==> config.mk <==
export PLATFORM = sky130hd
export DESIGN_NAME = usb_cmd_decoder
export DESIGN_NICKNAME = d
export VERILOG_FILES = /design/src/rtl/usb_cmd_decoder.sv
export SDC_FILE = /design/constraint.sdc
export NUM_CORES = 1
export LEC_CHECK = 0
export ABC_CLOCK_PERIOD_IN_PS = 2800
export BUFFER_PORTS_ARGS = -buffer_cell sky130_fd_sc_hd__buf_4
export CORE_MARGIN = 8
export CORE_UTILIZATION = 45
export CTS_BUF_LIST = sky130_fd_sc_hd__clkbuf_4 sky130_fd_sc_hd__clkbuf_8
export DETAILED_ROUTE_END_ITERATION = 16
export GPL_TIMING_DRIVEN = 0
export HOLD_SLACK_MARGIN = 0.08
export SLEW_MARGIN = 25
export SYNTH_ARGS = -nofsm -noshare
export SYNTH_HDL_FRONTEND = slang
export SYNTH_SLANG_ARGS = --single-unit
==> constraint.sdc <==
create_clock -name clk -period 2.8 [get_ports clk]
set_input_delay 0.7 -clock clk [delete_from_list [all_inputs] [get_ports clk]]
set_output_delay 0.7 -clock clk [all_outputs]
set_load 0.05 [all_outputs]
==> src/rtl/usb_cmd_decoder.sv <==
// USB control-word decoder: queues 16-bit control words and turns them into
// registered acquisition controls (channel select, enable, FIFO clear pulse,
// LEDs, sample-rate divider). One two-word command (D000 + argument) waits
// for its argument with a timeout; malformed commands bump a saturating
// error counter.
module usb_cmd_decoder #(
   parameter int          NUM_CHN     = 4,
   parameter int          CHN_W       = 2,
   parameter int          CMD_DEPTH   = 16,
   parameter int          CLR_LEN     = 4,
   parameter int          LED_W       = 4,
   parameter logic [15:0] DEFAULT_DIV = 16'd50,
   parameter int          ARG_TIMEOUT = 1024,
   parameter int          ERR_W       = 8
) (
   input  logic             clk,
   input  logic             reset_n,
   input  logic             cmd_valid,
   input  logic [15:0]      cmd_word,
   output logic             cmd_full,
   output logic             cmd_overflow,
   output logic [CHN_W-1:0] adc_chn_sel,
   output logic             acq_enable,
   output logic             rst_data_fifo,
   output logic [LED_W-1:0] led,
   output logic [15:0]      sample_div,
   output logic [ERR_W-1:0] err_cnt,
   output logic             busy
);

   localparam int PTR_W = $clog2(CMD_DEPTH);
   localparam int CNT_W = PTR_W + 1;
   localparam int TMO_W = $clog2(ARG_TIMEOUT + 1);
   localparam int CLR_W = $clog2(CLR_LEN + 1);
   localparam logic [CNT_W-1:0] DEPTH_C    = CNT_W'(CMD_DEPTH);
   localparam logic [TMO_W-1:0] TMO_LAST   = TMO_W'(ARG_TIMEOUT - 1);
   localparam logic [CLR_W-1:0] CLR_RELOAD = CLR_W'(CLR_LEN - 1);

   typedef enum logic [2:0] {IDLE, FETCH, DECODE, WAIT_ARG, FETCH_ARG} state_t;

   state_t             state_reg, state_next;
   logic [15:0]        mem [CMD_DEPTH];
   logic [PTR_W-1:0]   wr_ptr_reg, rd_ptr_reg;
   logic [CNT_W-1:0]   count_reg, count_next;
   logic               full_reg, ovf_reg;
   logic [15:0]        cmd_reg;
   logic [TMO_W-1:0]   tmo_reg;
   logic [CLR_W-1:0]   clr_cnt_reg;
   logic               clr_reg, acq_reg;
   logic [CHN_W-1:0]   chn_reg;
   logic [LED_W-1:0]   led_reg;
   logic [15:0]        div_reg;
   logic [ERR_W-1:0]   err_reg;
   logic               push, pop, err_inc;
   logic               is_acq_on, is_acq_off, is_clr, is_led, is_chn, is_div, is_bad;
   logic               chn_ok, in_decode;

   // The full check uses the pre-edge count, so a pop in the same cycle
   // never makes room for a write that arrives while full.
   assign push = cmd_valid && (count_reg != DEPTH_C);
   assign pop  = (state_reg == FETCH) || (state_reg == FETCH_ARG);

   assign is_acq_on  = (cmd_reg == 16'hF0F0);
   assign is_acq_off = (cmd_reg == 16'hF0F1);
   assign is_clr     = (cmd_reg == 16'hA0F0);
   assign is_led     = (cmd_reg[15:4] == 12'hB00);
   assign is_chn     = (cmd_reg[15:8] == 8'hC0);
   assign is_div     = (cmd_reg == 16'hD000);
   assign is_bad     = !(is_acq_on || is_acq_off || is_clr || is_led || is_chn || is_div);
   assign chn_ok     = ({1'b0, cmd_reg[7:0]} < 9'(NUM_CHN));
   assign in_decode  = (state_reg == DECODE);

   // Queue occupancy for the next cycle.
   always_comb begin
      count_next = count_reg;
      if (push && !pop)
         count_next = count_reg + CNT_W'(1);
      else if (!push && pop)
         count_next = count_reg - CNT_W'(1);
   end

   // Queue storage and command fetch; no reset so this maps onto RAM.
   always_ff @(posedge clk) begin
      if (push)
         mem[wr_ptr_reg] <= cmd_word;
      if (state_reg == FETCH)
         cmd_reg <= mem[rd_ptr_reg];
   end

   // Queue pointers, count, full flag and sticky overflow.
   always_ff @(posedge clk or negedge reset_n) begin
      if (!reset_n) begin
         wr_ptr_reg <= '0;
         rd_ptr_reg <= '0;
         count_reg  <= '0;
         full_reg   <= 1'b0;
         ovf_reg    <= 1'b0;
      end else begin
         if (push)
            wr_ptr_reg <= wr_ptr_reg + PTR_W'(1);
         if (pop)
            rd_ptr_reg <= rd_ptr_reg + PTR_W'(1);
         count_reg <= count_next;
         full_reg  <= (count_next == DEPTH_C);
         if (cmd_valid && !push)
            ovf_reg <= 1'b1;
      end
   end

   // FSM state register.
   always_ff @(posedge clk or negedge reset_n) begin
      if (!reset_n)
         state_reg <= IDLE;
      else
         state_reg <= state_next;
   end

   // Next-state logic and error strobe.
   always_comb begin
      state_next = state_reg;
      err_inc    = 1'b0;
      case (state_reg)
         IDLE:      if (count_reg != '0) state_next = FETCH;
         FETCH:     state_next = DECODE;
         DECODE: begin
            state_next = is_div ? WAIT_ARG : IDLE;
            if (is_bad || (is_chn && !chn_ok))
               err_inc = 1'b1;
         end
         WAIT_ARG: begin
            if (count_reg != '0)
               state_next = FETCH_ARG;
            else if (tmo_reg == TMO_LAST) begin
               err_inc    = 1'b1;
               state_next = IDLE;
            end
         end
         FETCH_ARG: state_next = IDLE;
         default:   state_next = IDLE;
      endcase
   end

   // Control outputs, argument timeout and FIFO-clear pulse stretcher.
   always_ff @(posedge clk or negedge reset_n) begin
      if (!reset_n) begin
         acq_reg     <= 1'b0;
         chn_reg     <= '0;
         led_reg     <= '1;
         div_reg     <= DEFAULT_DIV;
         err_reg     <= '0;
         tmo_reg     <= '0;
         clr_reg     <= 1'b0;
         clr_cnt_reg <= '0;
      end else begin
         if (in_decode && is_acq_on)
            acq_reg <= 1'b1;
         else if (in_decode && (is_acq_off || is_clr))
            acq_reg <= 1'b0;
         if (in_decode && is_led)
            led_reg <= cmd_reg[LED_W-1:0];
         if (in_decode && is_chn && chn_ok)
            chn_reg <= cmd_reg[CHN_W-1:0];
         if (state_reg == FETCH_ARG)
            div_reg <= mem[rd_ptr_reg];
         if (err_inc && (err_reg != '1))
            err_reg <= err_reg + ERR_W'(1);
         if (state_reg == WAIT_ARG)
            tmo_reg <= tmo_reg + TMO_W'(1);
         else
            tmo_reg <= '0;
         // A clear during an active pulse reloads the counter, extending it.
         if (in_decode && is_clr) begin
            clr_reg     <= 1'b1;
            clr_cnt_reg <= CLR_RELOAD;
         end else if (clr_cnt_reg != '0)
            clr_cnt_reg <= clr_cnt_reg - CLR_W'(1);
         else
            clr_reg <= 1'b0;
      end
   end

   assign cmd_full      = full_reg;
   assign cmd_overflow  = ovf_reg;
   assign adc_chn_sel   = chn_reg;
   assign acq_enable    = acq_reg;
   assign rst_data_fifo = clr_reg;
   assign led           = led_reg;
   assign sample_div    = div_reg;
   assign err_cnt       = err_reg;
   assign busy          = (state_reg != IDLE) || (count_reg != '0);

endmodule

==> results of run 1 <==
-- layer usage --
layer	vias to the layer above	wire length (um)
met5	-	13
met4	2	627
met3	46	1600
met2	202	14500
met1	3600	11900
li1	2961	-
-- per-stage QoR --
step | cell area (um2) | worst slack, ns
floorplan | 13300 | 0.191
global placement | 14200 | -0.332
detailed placement | 14200 | -0.384
CTS | 15400 | -0.0362
global route | 15400 | -0.125
finish | 15400 | -0.00473
-- worst max-delay path: stages, from the launching register on --
cell	delay (ns)
dfrtp_1	0.40
inv_2	0.10
ha_4	0.13
nor4b_4	0.22
inv_1	0.09
or4_4	0.44
buf_8	0.17
-- power by group through the flow --
stage / registers (uW) / clock network (uW) / logic, uW
after floorplan: 7360 / 0 / 3030
after global placement: 6870 / 0 / 5090
after detailed placement: 6930 / 0 / 5240
after CTS: 6830 / 4230 / 5380
after global routing: 6910 / 4430 / 5700
final: 6820 / 4140 / 5320
-- placed cells by master, fill, tap and decap left out, drive strengths merged, types with 17 or more instances in the layout --
cell | netlist | routed
buf | 11 | 73
clkbuf | 14 | 86
clkinv | 0 | 28
dfrtp | 57 | 57
edfxtp | 272 | 272
mux2 | 24 | 24
mux4 | 80 | 80
nand2 | 27 | 27
nor2 | 26 | 26
xor2 | 17 | 17
-- path summary, 6_finish.rpt --
| path | start | to | slack, ns |
|---|---|---|---|
| setup / recovery | count_reg[1] | busy | -0.005 |
| hold / removal | reset_n | tmo_reg[4] | 0.23 |
| setup reg to reg | rd_ptr_reg[0] | sample_div[3] | 0.14 |
| hold reg to reg | cmd_overflow | cmd_overflow | 0.46 |
| max in group asynchronous | reset_n | count_reg[0] | 1.99 |
| min in group clk | cmd_valid | cmd_overflow | 0.35 |
-- synthesized netlist by cell type, types with 4 or more instances --
master	number
and2_1	12
nand3_1	9
xnor2_1	10
xor2_1	17
nor3_1	9
mux4_2	80
nand2_1	27
o21ai_0	8
mux2_2	23
buf_1	4
nand4_1	12
inv_1	11
dfrtp_1	57
nor2_1	26
and4_1	5
nor3b_1	4
ha_1	12
clkbuf_1	14
nor4_1	5
buf_2	7
dfstp_2	7
edfxtp_1	272
-- cells by family (layout without fill, tap and decap cells) --
group                    after synthesis  in the layout
flip-flops                           336            336
other                                  0              1
XOR/XNOR                              27             27
multiplexers                         105            105
AO/OA/AOI/OAI                         20             20
AND/OR/NAND/NOR                      136            136
buffers and inverters                 36            203
adder cells (fa/ha/maj)               12             12
-- layout make-up --
cell class	instances	area [um2]	area share
clock buffers	71	883	0.0572
diodes	1	2.50	0.000162
clock inverters	32	203	0.0131
flip-flops and latches	336	9780	0.633
multi-input cells	300	3410	0.221
repair buffers	64	507	0.0328
well taps	390	488	0.0316
plain buffers	25	128	0.00826
inverters	11	41.3	0.00267
-- timing repair --
item / in CTS / in global routing
endpoints found under the setup margin: 34 / 13
resized for setup: 21 / 3
buffers inserted: 5 / 1
==> summary by stage, run 1 <==
Place
At the end of routability-driven placement, the weighted congestion stood at between 0.8 and 0.9. Including well taps, the total number of placed cells is between 1000 and 1500. The HPWL after detailed placement is about 18000 um. The total of buffers placed on input and output ports is 53.

Floorplan
The vertical extent of the die is 188 um. Measured along the x axis, the die boundary spans about 190 um. The initial standard-cell utilization of the core is 0.453. The number of placed I/O pins is 54.

The standard cell core area is 29300 um2. The die covers between 30000 and 40000 um2. Row generation in the floorplan step produced between 60 and 70 rows.

Pwr
The net switching power figure is approximately 5400 uW. The static power due to leakage is around 0.0054 uW. The share of total power dissipated in sequential elements is 0.419. Of the total power, the share spent switching nets is 0.333. Cell internal power was estimated by the tool at roughly 11000 uW.

In this run the power density over the cells is about 1100 nW/um2. Of the total power, the clock network draws 0.255. Across the VDD grid, the largest voltage drop is roughly 460 uV. The share of power burned in combinational logic is 0.326. After layout, the design draws a total of ~16000 uW.

Synth
The share of the Yosys chip area taken by registers is 0.736. The synthesized netlist occupies a cell area of 13300 um2. The synthesized design contains between 300 and 400 register bits. The synthesized net count is about 700. In the synthesized netlist the dominant register cell turns out to be edfxtp_1. Yosys mapped the design onto between 40 and 50 distinct sky130hd cell types. The synthesized instance count is 672. The dominant combinational cell family by area after synthesis is multiplexers. The proportion of netlist area held by the largest area contributor is 0.615. The post-synthesis average cell area is 19.8 um2. Of the total synthesized cell area, the portion taken by XOR and XNOR cells is 0.0178. The count of flip-flops with a built-in enable after synthesis is between 200 and 300. The fraction of registers with async set/reset is 0.190. The number of warnings reported in the yosys synthesis log is 0. The compound-cell area share of the yosys netlist was 0.0101. The biggest area contributor in the post-synthesis netlist is edfxtp_1. The multiplexer fraction of the synthesized cell area is 0.157. The post-synthesis adder-cell area fraction is 0.0113.

The simple-gate share of the synthesized area is 0.0564. Sorting the synthesized cells by area gives the leading types as edfxtp_1, mux4_2, dfrtp_1.

Drt
The total number of vias is between 6000 and 7000. The number of nets still failing antenna checks after routing is 0. The wire length reported by the detailed router is between 20000 and 30000 um. After detailed routing, the average wire length per cell comes to ~23 um.

The remaining routing DRC violations is 0. The DRC violation total after the first TritonRoute iteration is roughly 440. The number of vias per cell is between 5 and 6. The first detailed-routing pass took 5 iterations.

Setup path
The startpoint type of the worst setup path is a flop. The number of cells traversed by the worst register-to-register path is 5. The critical path arrival is approximately 2.1 ns. The data required time of the critical path is 2.10 ns. The sort of element at the end of the critical path is a primary output. The startpoint-to-endpoint class of the critical path is reg2out.

In this run the worst path has a maximum fanout of 3.

Timing
The number of endpoints with negative hold slack in the final report is 0. On the final layout, the worst clock skew is between 0.02 and 0.03 ns. The worst hold slack after final layout is between 0.2 and 0.25 ns. Setup repair after global routing could not meet its margin everywhere. In the post-route analysis, the smallest setup slack over all paths is -0.00473 ns. The measured slew at the worst slew-check pin is a little over 0.9 ns.

The worst path in the final design needs a cycle of approximately 2.8 ns, including I/O delays and setup. Static timing analysis puts the maximum clock frequency at roughly 0.36 GHz. Headroom to the max-slew limit came out at 0.382. The setup-violating endpoint count in the final report is 1.

Dividing the final minimum period by the clock period gives 1.00. The final total negative setup slack is -0.00473 ns. The number of slew-limit violations in the final report is 0.

GRT
The via count of the first global-routing pass is 7219. The layer flagged by global routing as most heavily used is met2. The pin count of the biggest net entering global routing is 65. The initial antenna violation count is 1. In the global route stage, met2 resource usage came out at 0.276.

After global routing the overflow that remains totals 0. For this run, global-route usage on met3 was measured as 0.0362. In the global route stage, overall resource usage came out at 0.162. The global-route met1 utilization is 0.205. The global-route wire length before repair is 43100 um.

CTS
TritonCTS built the clock tree. The clock edge transition at the registers on the reported setup and hold paths is approximately 0.060 ns. Clock latency on the worst-skew pair, taken at its later pin, is 0.59 ns. The number of buffers added by the clock tree synthesis step is 56.

CTS placed an instance of clkbuf_8 at the clock tree root. The clock sink count is 336. The number of hold buffers added after CTS was 0. The deepest clock path buffer count is 3. The H-tree was split into 2 levels.

Finish
For this run, the share of the core covered by cells in the final layout is 0.527. Of the cells placed in the final design, the portion with a size suffix greater than 1 is 0.355. The count of filler cells inserted in the layout is 2359.

In the final design database the tool counted roughly 830 nets. The final instance count without filler cells is 1230. The register with the most flip-flops in the layout has approximately 260 of them. Relative to the synthesized area, the layout overhead comes to 16.3%.

Run status
The final reports fail on negative setup slack. The flow ran to the end, but the final reports show violations.

Run
Max-cap violations in this run came to 0.

Hold path
The type of the tightest min-delay check is in2async.
(Power assumes the default switching activity.)
==> run 2, diff against run 1 <==
- CORE_MARGIN: 8 -> 2
==> summary by stage, run 2 (synthesized netlist as in run 1, its figures left out) <==
Place
The area after detailed placement was 14200 um2 (-0.38%). The total of buffers placed on input and output ports is 53 (unchanged). The routability congestion estimate from global placement was 0.833 (+0.11%).

The HPWL after detailed placement is 17500 um (-3.0%). The setup slack after placement is -0.381 ns (+0.00263 ns). The placed cell count is 1110 (-0.89%).

GRT
The pin count of the biggest net entering global routing was 65 (unchanged). The global-route wire length before repair is 44200 um (+2.5%). The overflow left after global routing is 0 (unchanged). The via count of the first global-routing pass is 7202 (-0.24%). The global-route total usage across every layer is 0.195 (+0.0333). The initial antenna violation count is 0 (-1).

Timing
Setup repair after global routing could not meet its margin everywhere. The highest achievable clock rate was 0.355 GHz (-0.42%). The number of endpoints with negative hold slack in the final report is 0 (unchanged). The final period demand of the worst path is 2.82 ns (+0.0119 ns).

The post-route worst setup slack is -0.0166 ns (-0.0119 ns). The period utilization is 1.01 (+0.00425). The headroom to the max-slew limit is 0.402 (+0.0200).

The worst-case clock skew is 0.0287 ns (+0.00324 ns). The number of slew-limit violations in the final report came to 0 (unchanged). The setup-violating endpoint count in the final report is 1 (unchanged). The measured slew at the worst slew-check pin is 0.897 ns (-0.0299 ns). The final total negative setup slack came to -0.0166 ns (-0.0119 ns).

Setup path
The worst setup path is launched from a flop. The sort of element at the end of the critical path is a primary output. The critical path arrival is 2.12 ns (+0.02 ns). The biggest fanout along the worst timing path is 3 (unchanged).

The startpoint-to-endpoint class of the critical path is reg2out. The data required time of the critical path is 2.10 ns (about the same).

Finish
The area of all placed cells without fillers is 15300 um2 (-0.78%). The final instance count without filler cells is 1211 (-1.5%). The number of nets in the finished design is 821 (-0.48%). The library cells used most frequently in the layout, excluding fill and tap cells, are edfxtp_1, mux4_2, buf_4. The ratio of cells with drive above 1 in the final layout came to 0.368 (+0.0124). The flip-flop count of the largest register after layout was 256 (unchanged). Relative to the synthesized area, the layout overhead comes to 15.4%. Leaving out fill and tap cells, the most frequent cell in the layout is edfxtp_1. The count of inserted antenna diode cells is 0 (-1).

Floorplan
The die area is 30900 um2 (-12%). The standard cell core area is 28900 um2 (-1.6%). The row count is 62 (-1.6%). The vertical extent of the die is 176 um (-6.4%).

The initial standard-cell utilization of the core is 0.460 (+0.00730). The chip width is 176 um (-6.4%). The number of placed I/O pins is 54 (unchanged).

Pwr
The total power after layout is 16100 uW (-0.84%). The highest ir drop seen on vdd is 425 uV (-6.8%). The total power divided by cell area is 1050 nW/um2 (about the same). The static power due to leakage is 0.00535 uW (-0.55%).

Drt
The wire length reported by the detailed router is 29200 um (+1.9%). The number of iterations in the first detailed-routing pass is 5 (unchanged). The number of vias per cell was 5.59 (+1.0%).

The routed wirelength normalized by instance count is 24.1 um (+3.5%). The remaining routing DRC violations was 0 (unchanged). The number of nets still failing antenna checks after routing is 0 (unchanged). The DRC violation total after the first TritonRoute iteration is 532 (+20%).

The total number of vias is 6773 (-0.56%).

CTS
The cts-stage hold buffer count is 0 (unchanged). The number of buffers added by the clock tree synthesis step is 54 (-3.6%). The clock latency at the later pin of the worst-skew pair is 0.59 ns (about the same).

The depth of the CTS H-tree is 2 (unchanged). TritonCTS built the clock tree. The deepest clock path buffer count is 3 (unchanged). The clock sink count is 336 (unchanged). The clock edge transition at the registers on the reported setup and hold paths is 0.06 ns (about the same).

The clock tree root driver cell is clkbuf_8.

Run status
The final reports fail on negative setup slack. The run finished, with violations left.

Hold path
The type of the tightest min-delay check is in2async.

Run
The number of violations of the max-capacitance limit is 0 (unchanged).
==> run 2: layout make-up <==
cell class	instances	area, um2
buffer	25	125
clock buffer	78	930
clock inverter	15	75.1
fill	2343	13500
inverter	11	43.8
multi-input combinational	300	3420
sequential	336	9780
tap	384	480
timing repair buffer	62	473
==> run 2: repair_timing <==
action                                  4_1_cts  5_1_grt
cloned                                        0        0
setup buffers                                 2        6
endpoints found under the setup margin       97       66
resized for setup                            19        6
==> run 2: power by group <==
part / internal, uW / switching (uW)
clock: 2120 / 1820
combinational: 2260 / 3110
sequential: 6360 / 471
==> run 2: layer usage <==
layer | wire length (um) | share of wire | global-route usage | vias to the layer above
met3 | 1790 | 0.061 | 0.0407 | 59
met4 | 810 | 0.028 | 0.0675 | 0
li1 | - | - | - | 2940
met1 | 12100 | 0.42 | 0.256 | 3534
met2 | 14400 | 0.49 | 0.327 | 240
met5 | 0 | 0 | 0 | -
==> run 2: worst paths after layout <==
| kind | start | endpoint | slack, ns | depth (start not counted) |
|---|---|---|---|---|
| worst max register to register | count_reg[0] | mem[6][10] | 0.17 | 8 |
| max in group asynchronous | reset_n | count_reg[0] | 2.02 | 1 |
| min in group clk | cmd_valid | cmd_overflow | 0.35 | 2 |
| worst min register to register | cmd_overflow | cmd_overflow | 0.46 | 1 |
| worst max-delay path | count_reg[0] | busy | -0.02 | 6 |
| worst min-delay path | reset_n | tmo_reg[8] | 0.22 | 1 |
==> run 2: worst max-delay path: stages, from the launching register on <==
cell and delay (ns):
dfrtp_2 0.44, inv_4 0.08, ha_4 0.14, nor4b_4 0.21, inv_1 0.08, or4_4 0.43, buf_8 0.17
==> run 2: through the flow <==
step	hold slack, ns	utilization
final	0.216	0.531
after CTS	0.230	0.528
after detailed placement	0.458	0.492
after global placement	0.448	0.491
after floorplan	0.404	-
after global routing	0.275	0.531
